===== config.mk =====
export PLATFORM = sky130hd
export DESIGN_NAME = alu_serial_seq
export DESIGN_NICKNAME = d
export VERILOG_FILES = /design/src/rtl/alu_serial_seq.sv
export SDC_FILE = /design/constraint.sdc
export NUM_CORES = 1
export LEC_CHECK = 0
export ABC_AREA = 1
export CAP_MARGIN = 40
export CORE_MARGIN = 5
export CORE_UTILIZATION = 55
export CTS_CLUSTER_DIAMETER = 120
export DETAILED_ROUTE_END_ITERATION = 8
export PLACE_DENSITY = 0.93
export SYNTH_ARGS = -nofsm -noshare
export SYNTH_HDL_FRONTEND = slang
export SYNTH_SLANG_ARGS = --single-unit

===== constraint.sdc =====
create_clock -name clk -period 3 [get_ports clk]
set_clock_uncertainty 0.15 [all_clocks]
set_input_delay 0.6 -clock clk [delete_from_list [all_inputs] [get_ports clk]]
set_output_delay 0.6 -clock clk [all_outputs]
set_load 0.02 [all_outputs]

===== src/rtl/alu_serial_seq.sv =====
// Bit-serial ALU sequencer. It drives an external 1-bit ALU slice once per
// clock, LSB first, and assembles the result. SLT takes a second pass that
// writes the "less" bit through the slice.
module alu_serial_seq #(
  parameter int WIDTH = 32
) (
  input  logic             clk,
  input  logic             rst_n,
  input  logic             start,
  output logic             ready,
  input  logic [2:0]       op_sel,
  input  logic [WIDTH-1:0] a,
  input  logic [WIDTH-1:0] b,
  output logic [WIDTH-1:0] result,
  output logic             zero,
  output logic             overflow,
  output logic             carry_out,
  output logic             done,
  output logic             sl_a,
  output logic             sl_b,
  output logic             sl_ainv,
  output logic             sl_binv,
  output logic             sl_cin,
  output logic             sl_less,
  output logic [1:0]       sl_op,
  input  logic             sl_r,
  input  logic             sl_cout,
  input  logic             sl_set,
  input  logic             sl_ovf
);

  localparam int KW = $clog2(WIDTH);
  localparam logic [KW-1:0] K_LAST = KW'(WIDTH - 1);

  localparam logic [2:0] OP_AND = 3'b000;
  localparam logic [2:0] OP_OR  = 3'b001;
  localparam logic [2:0] OP_ADD = 3'b010;
  localparam logic [2:0] OP_SUB = 3'b110;
  localparam logic [2:0] OP_SLT = 3'b111;
  localparam logic [2:0] OP_NOR = 3'b100;

  typedef enum logic [1:0] {S_IDLE, S_PASS1, S_PASS2, S_DONE} state_t;

  state_t          state, state_nx;
  logic [KW-1:0]   k;
  logic [WIDTH-1:0] a_r, b_r;
  logic [2:0]      op_r;
  logic            lt;
  logic            carry;
  logic            res_valid;

  logic            dec_ainv, dec_binv, dec_cin0;
  logic [1:0]      dec_op;
  logic            op_rsv, is_arith, k_last, cin_k;

  assign op_rsv   = (op_sel == 3'b011) || (op_sel == 3'b101);
  assign is_arith = (op_r == OP_ADD) || (op_r == OP_SUB) || (op_r == OP_SLT);
  assign k_last   = (k == K_LAST);
  assign cin_k    = (k == '0) ? dec_cin0 : carry;

  // zero is only meaningful once a result is complete; until then it reads 0.
  assign zero = res_valid && (result == '0);

  // State register.
  always_ff @(posedge clk or negedge rst_n) begin
    if (!rst_n) begin
      state <= S_IDLE;
    end else begin
      // NOTE: non-blocking assignments in clocked blocks so every register
      // samples pre-edge values and simulation matches the synthesized flops.
      state <= state_nx;
    end
  end

  // Next-state logic.
  always_comb begin
    // NOTE: assign a default before the case so no path leaves the signal
    // unassigned, which would infer a latch.
    state_nx = state;
    case (state)
      S_IDLE:  if (start) state_nx = op_rsv ? S_DONE : S_PASS1;
      S_PASS1: if (k_last) state_nx = (op_r == OP_SLT) ? S_PASS2 : S_DONE;
      S_PASS2: if (k_last) state_nx = S_DONE;
      S_DONE:  state_nx = S_IDLE;
      default: state_nx = S_IDLE;
    endcase
  end

  // Slice control decode for the first pass from the latched opcode.
  always_comb begin
    dec_ainv = 1'b0;
    dec_binv = 1'b0;
    dec_cin0 = 1'b0;
    dec_op   = 2'b00;
    case (op_r)
      OP_AND: dec_op = 2'b00;
      OP_OR:  dec_op = 2'b01;
      OP_ADD: dec_op = 2'b10;
      OP_SUB, OP_SLT: begin
        dec_binv = 1'b1;
        dec_cin0 = 1'b1;
        dec_op   = 2'b10;
      end
      OP_NOR: begin
        dec_ainv = 1'b1;
        dec_binv = 1'b1;
        dec_op   = 2'b00;
      end
      default: dec_op = 2'b00;
    endcase
  end

  // Outputs: handshake and slice drive, all slice lines quiet outside the passes.
  always_comb begin
    ready   = (state == S_IDLE);
    done    = (state == S_DONE);
    sl_a    = 1'b0;
    sl_b    = 1'b0;
    sl_ainv = 1'b0;
    sl_binv = 1'b0;
    sl_cin  = 1'b0;
    sl_less = 1'b0;
    sl_op   = 2'b00;
    case (state)
      S_PASS1: begin
        sl_a    = a_r[k];
        sl_b    = b_r[k];
        sl_ainv = dec_ainv;
        sl_binv = dec_binv;
        sl_cin  = cin_k;
        sl_op   = dec_op;
      end
      S_PASS2: begin
        sl_a    = a_r[k];
        sl_b    = b_r[k];
        sl_binv = 1'b1;
        sl_cin  = cin_k;
        sl_less = (k == '0) ? lt : 1'b0;
        sl_op   = 2'b11;
      end
      default: ;
    endcase
  end

  // Datapath: operand latch, bit counter, carry chain, result assembly, flags.
  always_ff @(posedge clk or negedge rst_n) begin
    if (!rst_n) begin
      k         <= '0;
      a_r       <= '0;
      b_r       <= '0;
      op_r      <= '0;
      result    <= '0;
      lt        <= 1'b0;
      carry     <= 1'b0;
      res_valid <= 1'b0;
      overflow  <= 1'b0;
      carry_out <= 1'b0;
    end else begin
      case (state)
        S_IDLE: begin
          if (start) begin
            a_r       <= a;
            b_r       <= b;
            op_r      <= op_sel;
            k         <= '0;
            lt        <= 1'b0;
            overflow  <= 1'b0;
            carry_out <= 1'b0;
            res_valid <= op_rsv;
            if (op_rsv) result <= '0;
          end
        end
        S_PASS1: begin
          result[k] <= sl_r;
          carry     <= sl_cout;
          k         <= k_last ? '0 : k + 1'b1;
          if (k_last) begin
            overflow  <= is_arith && sl_ovf;
            carry_out <= is_arith && sl_cout;
            lt        <= sl_set ^ sl_ovf;
            res_valid <= (op_r != OP_SLT);
          end
        end
        S_PASS2: begin
          result[k] <= sl_r;
          carry     <= sl_cout;
          k         <= k_last ? '0 : k + 1'b1;
          if (k_last) res_valid <= 1'b1;
        end
        default: ;
      endcase
    end
  end

endmodule


* Word-level counts from Yosys, hierarchy flattened *
Index checks and enable logic that the tools add are counted.

operators by class
  add/subtract/negate cells = 1
  magnitude comparators = 2
  eq/ne operators = 16
  muxes and demuxes = 43
  bitwise operators = 1
  reduce and logical (&&, ||, !) cells = 23

operators with widths
  operator                                                           count
  2-to-1 mux 32 bit                                                  2
  one-hot mux 32 bit (2 select lines)                                1
  bitwise mux 32 bit                                                 1
  zero test 32 bit                                                   1
  2-to-1 mux 1 bit                                                   21
  equality test 3 bit, second input constant                         4
  binary-select mux 1 bit (select 5 bit)                             2
  2-to-1 mux 5 bit                                                   2
  one-hot mux 5 bit (2 select lines)                                 1
  AND reduction 3 bit                                                3
  2-to-1 mux 2 bit                                                   4
  one-hot mux 1 bit (2 select lines)                                 4
  one-hot mux 2 bit (2 select lines)                                 2
  one-hot mux 2 bit (4 select lines)                                 1
  equality test 3 x 2 -> 1 bit, second input constant                2
  < comparator 5 x 6 -> 1 bit, second input constant                 1
  inequality test 2 bit, second input constant                       3
  OR reduction 3 bit                                                 2
  adder 5 x 1 -> 5 bit, second input constant                        1
  demux 1 bit (select 5 bit)                                         1
  equality test 5 bit, second input constant                         1
  greater-or-equal comparator 5 x 1 -> 1 bit, second input constant  1
  zero test 5 bit                                                    1
  equality test 2 bit, second input constant                         2
  other kinds (14)                                                   22

word-level totals
  register bits = 111
  output and inout port bits = 45

* Depth between registers and ports, before layout *
  word-level depth = 6
  depth in mapped cells = 10

* Worst setup path before layout *
No wires, ideal clock.

  kind = reg-to-output
  from = reg state[0]
  to = out sl_cin
  arrival time = 1692 ps
  required time = 2250 ps
  path slack = 558 ps
  cell stages (with the launch flop) = 6
  path buffers = 1
  path through = dfrtp_1 -> inv_1 -> ha_1 -> inv_1 -> clkbuf_1 -> a211oi_1

on the way
  longest elaborated chain between the ends = 3
  elaborated cells between the ends (all ways) = 4

RTL lines
  what                                                                        RTL line  RTL
  from (decl)                                                                 44        state_t state, state_nx;
  from (signal assigned)                                                      71        state <= state_nx;
  equality test 2 bit / equality test 2 x 1 -> 1 bit (equally long branches)  124       case (state)
  OR reduction 2 bit (no source line) *                                       -
  2-to-1 mux 1 bit *                                                          124
  to (decl)                                                                   23        output logic sl_cin,

Every way passes the cells marked *; elsewhere a longest branch is shown, timed or not.

* Worst setup path after layout *
  from = reg result[19]
  to = out zero

on the way
  longest elaborated chain between the ends = 2

RTL lines
  what                               RTL line  RTL
  from (decl)                        14        output logic [WIDTH-1:0] result,
  from (signal, indexed assignment)  174       result[k] <= sl_r;
  from (signal, indexed assignment)  185       result[k] <= sl_r;
  zero test 32 bit                   62        assign zero = res_valid && (result == '0);
  logical AND 1 bit                  62
  to (decl)                          15        output logic zero,

Every way passes these cells.

==> results.md <==
- Status: finished clean
- Layout Nets: a little under 1k
- Synthesized Nets: slightly below 900
- Final worst slack: 0.07125 ns
- Final WL: approximately 15 mm
- Sequential element share of the synthesized area: between 40% and 50%
- Starting Density: a little under three fifths
- Period utilization: between 90% and 100%
- Initial antenna violation count: 0
- Minimum hold slack: 0.04396 ns
- Reg2reg end: result[26]
- Synth top cells by count: nand2_1, inv_1, dfrtp_1
- Crit. End Element: output pin
- Antenna Cells: 0
- First-pass GRT wire length: ~25 mm
- Reg area: around 2800 um^2
- Arrival time at the worst endpoint: ~2.2 ns
- Clock Latency Late Sink: 0.37 ns
- Final Hold Vio Count: 0
- Layout filler cell count: between 700 and 800
- Worst slew pin tran: 0.5787 ns
- Num ports: about 120
- Cells after synthesis: approximately 800
- RePlAce Congestion: just under 0.9
- Post-synth top area share: between 40% and 50%
- Synth Area in Adders: a little under 2%
- Netlist cell types: 27
- Number of DRC markers after the initial detailed-route iteration: between 400 and 500
- Post-synth EDFFs: 0
- Vias per cell: between 5 and 6
- Top post-synthesis cells by area: dfrtp_1, nand2_1, o21ai_0, inv_1, nor2_1
- Chip Width: 112.9 um
- Multi-input gate area: about 2400 um^2
- Worst Path Required: 2.25 ns
- Avg WL per Cell: roughly 14 um
- Largest family of logic cells by synthesized area: simple AND/OR/NAND/NOR gates
- Ys Warns: 0
- R2R cell count: 8
- Die height: about 110 um
- CTS root buffer: clkbuf_8
- CP Launch Type: flip-flop
- # setup viols final: 0
- Number of global-route vias before repair: approximately 5.3k
- DIE AREA: between 10000 and 15000 um^2
- Worst R2R Start: state[1]
- Worst slew margin: about three fifths
- FMAX: ~340 MHz
- Multiplexer share of the synthesized area: 0%
- R2R Setup Slk: ~0.61 ns
- Pins over their slew limit: 0
- Maximum root-to-sink buffer count: 2
- Power per standard cell area: 954.1 nW/um^2
- # DRC: 0
- Crit Path Max Fanout: 3
- Max-cap violations: 0
- Post-DP HPWL: roughly 11 mm
- Most used DFF post-synth: dfrtp_1
- Post-Syn Area: 5823 um^2
- Core area: just over 10000 um^2
- Simple-gate share of the synthesized area: ~25%
- Crit Path Class: flip-flop to output pin
- #FFs+latches synth: roughly 110
- Port Buffers: 118
- TritonCTS Buffers: 9
- Cell leakage power: ~3.4 nW
- Hold WC Path Type: primary input to async pin
- Area leader, netlist: dfrtp_1
- Max IR drop VDD: ~0.00065 V
- Syn Area/Cell: approximately 7.3 um^2
- Tot GR Track Use: about a quarter
- Fin crit period: 2.929 ns
- Dpl ws: about 0.24 ns
- End-of-flow core utilization: a little over two thirds
- Routed Antenna Nets: 0
- Layout area overhead: 25.35%
- Sink Count: approximately 110
- Clock transition at path regs: roughly 0.11 ns
- CTS H-tree lvls: 3
- 1st-pass router iterations: 5
- Site row count: 37
- DR vias: roughly 5.5k
- Grt ovf: 0
- Asr flop ratio synth: 100.0%
- Post-synthesis xor/xnor area fraction: 0%
- Fraction of layout instances using a drive strength above 1: ~5.4%
- Most frequent cell after synthesis: nand2_1
- Pin count of the biggest net entering global routing: 120
- TritonCTS clock tree: done
- Synth Area in Compound Gates: roughly 14%
[cells in the final DEF (no fill, tap or decap), drive strengths merged]
master,instances
a21oi,11
o21a,1
dlymetal6s2s,3
buf,14
and2,1
dlygate4sd2,3
nor3,4
clkbuf,10
ha,9
nand3,32
nand3b,2
inv,124
o22ai,2
nor2,79
nor4,6
a211oi,1
clkinv,3
nand4,2
o211ai,3
nand2,242
clkinvlp,1
dfrtp,111
clkdlybuf4s50,111
o21ai,131
[final cells by class]
cell class                 instances  share of cell area (%)
clock buffer                      10                   1.748
clock inverter                     6                  0.7371
inverter                         122                   6.342
multi-input combinational        526                   33.01
sequential                       111                   38.07
tap                              136                   2.331
timing repair buffer             131                   17.76
[report_power, final]
| group | switching (mW) | internal, mW |
|---|---|---|
| Combinational | 2.47 | 1.31 |
| Clock | 0.529 | 0.316 |
| Sequential | 0.274 | 2.06 |
[worst max-delay path, cell delays in order (launching register included)]
cell and delay, ns:
dfrtp_1 0.45, nor4_2 0.37, and2_0 0.21, nand3_1 0.09, nor2_1 0.09, clkdlybuf4s50_1 0.60
[per-layer routing]
metal | GRT usage, % | share of wire (%) | vias up
met4 | 9.295 | 3.4 | 0
li1 | - | - | 2677
met5 | 0 | 0 | -
met1 | 32.02 | 41 | 2565
met2 | 38.31 | 49 | 222
met3 | 4.545 | 6.6 | 39
[what timing repair did]
action / in CTS / in global routing
resized for setup: 6 / 5
hold endpoints to repair: 0 / 0
setup endpoints to repair: 4 / 5
buffers inserted: 0 / 0
hold buffers: 0 / 0
[metrics by stage]
stage | cell area (um^2) | setup TNS, ns | cells | total power, mW
after detailed placement | 7098 | 0 | 1026 | 6.103
after CTS | 7284 | 0 | 1042 | 6.937
after floorplan | 5823 | 0 | 795 | 4.932
after global placement | 7098 | 0 | 1026 | 5.967
after global routing | 7300 | -0.02234 | 1042 | 7.550
final | 7300 | 0 | 1042 | 6.965
[state kept, by name, indices dropped and copies added (netlist names)]
register and cells:
result 32, k 5, b_r 32, overflow 1
a_r 32, carry_out 1, res_valid 1, op_r 3
lt 1, carry 1, state 2
[how the worst max path moves through the flow]
stage | startpoint | to | slack, ns | depth (start not counted)
global placement | k[0] | sl_cin | 0.29 | 5
floorplan | state[0] | sl_cin | 0.56 | 5
global route | result[19] | zero | -0.02 | 5
CTS | k[4] | sl_less | 0.03 | 6
finish | result[19] | zero | 0.07 | 5
detailed placement | k[0] | sl_cin | 0.24 | 5
[cell families after synthesis]
logic type,Yosys count
AO/OA/AOI/OAI,149
adder cells (fa/ha/maj),9
flip-flops,111
buffers and inverters,158
AND/OR/NAND/NOR,368
No activity file was read; power rests on OpenSTA's default activity.
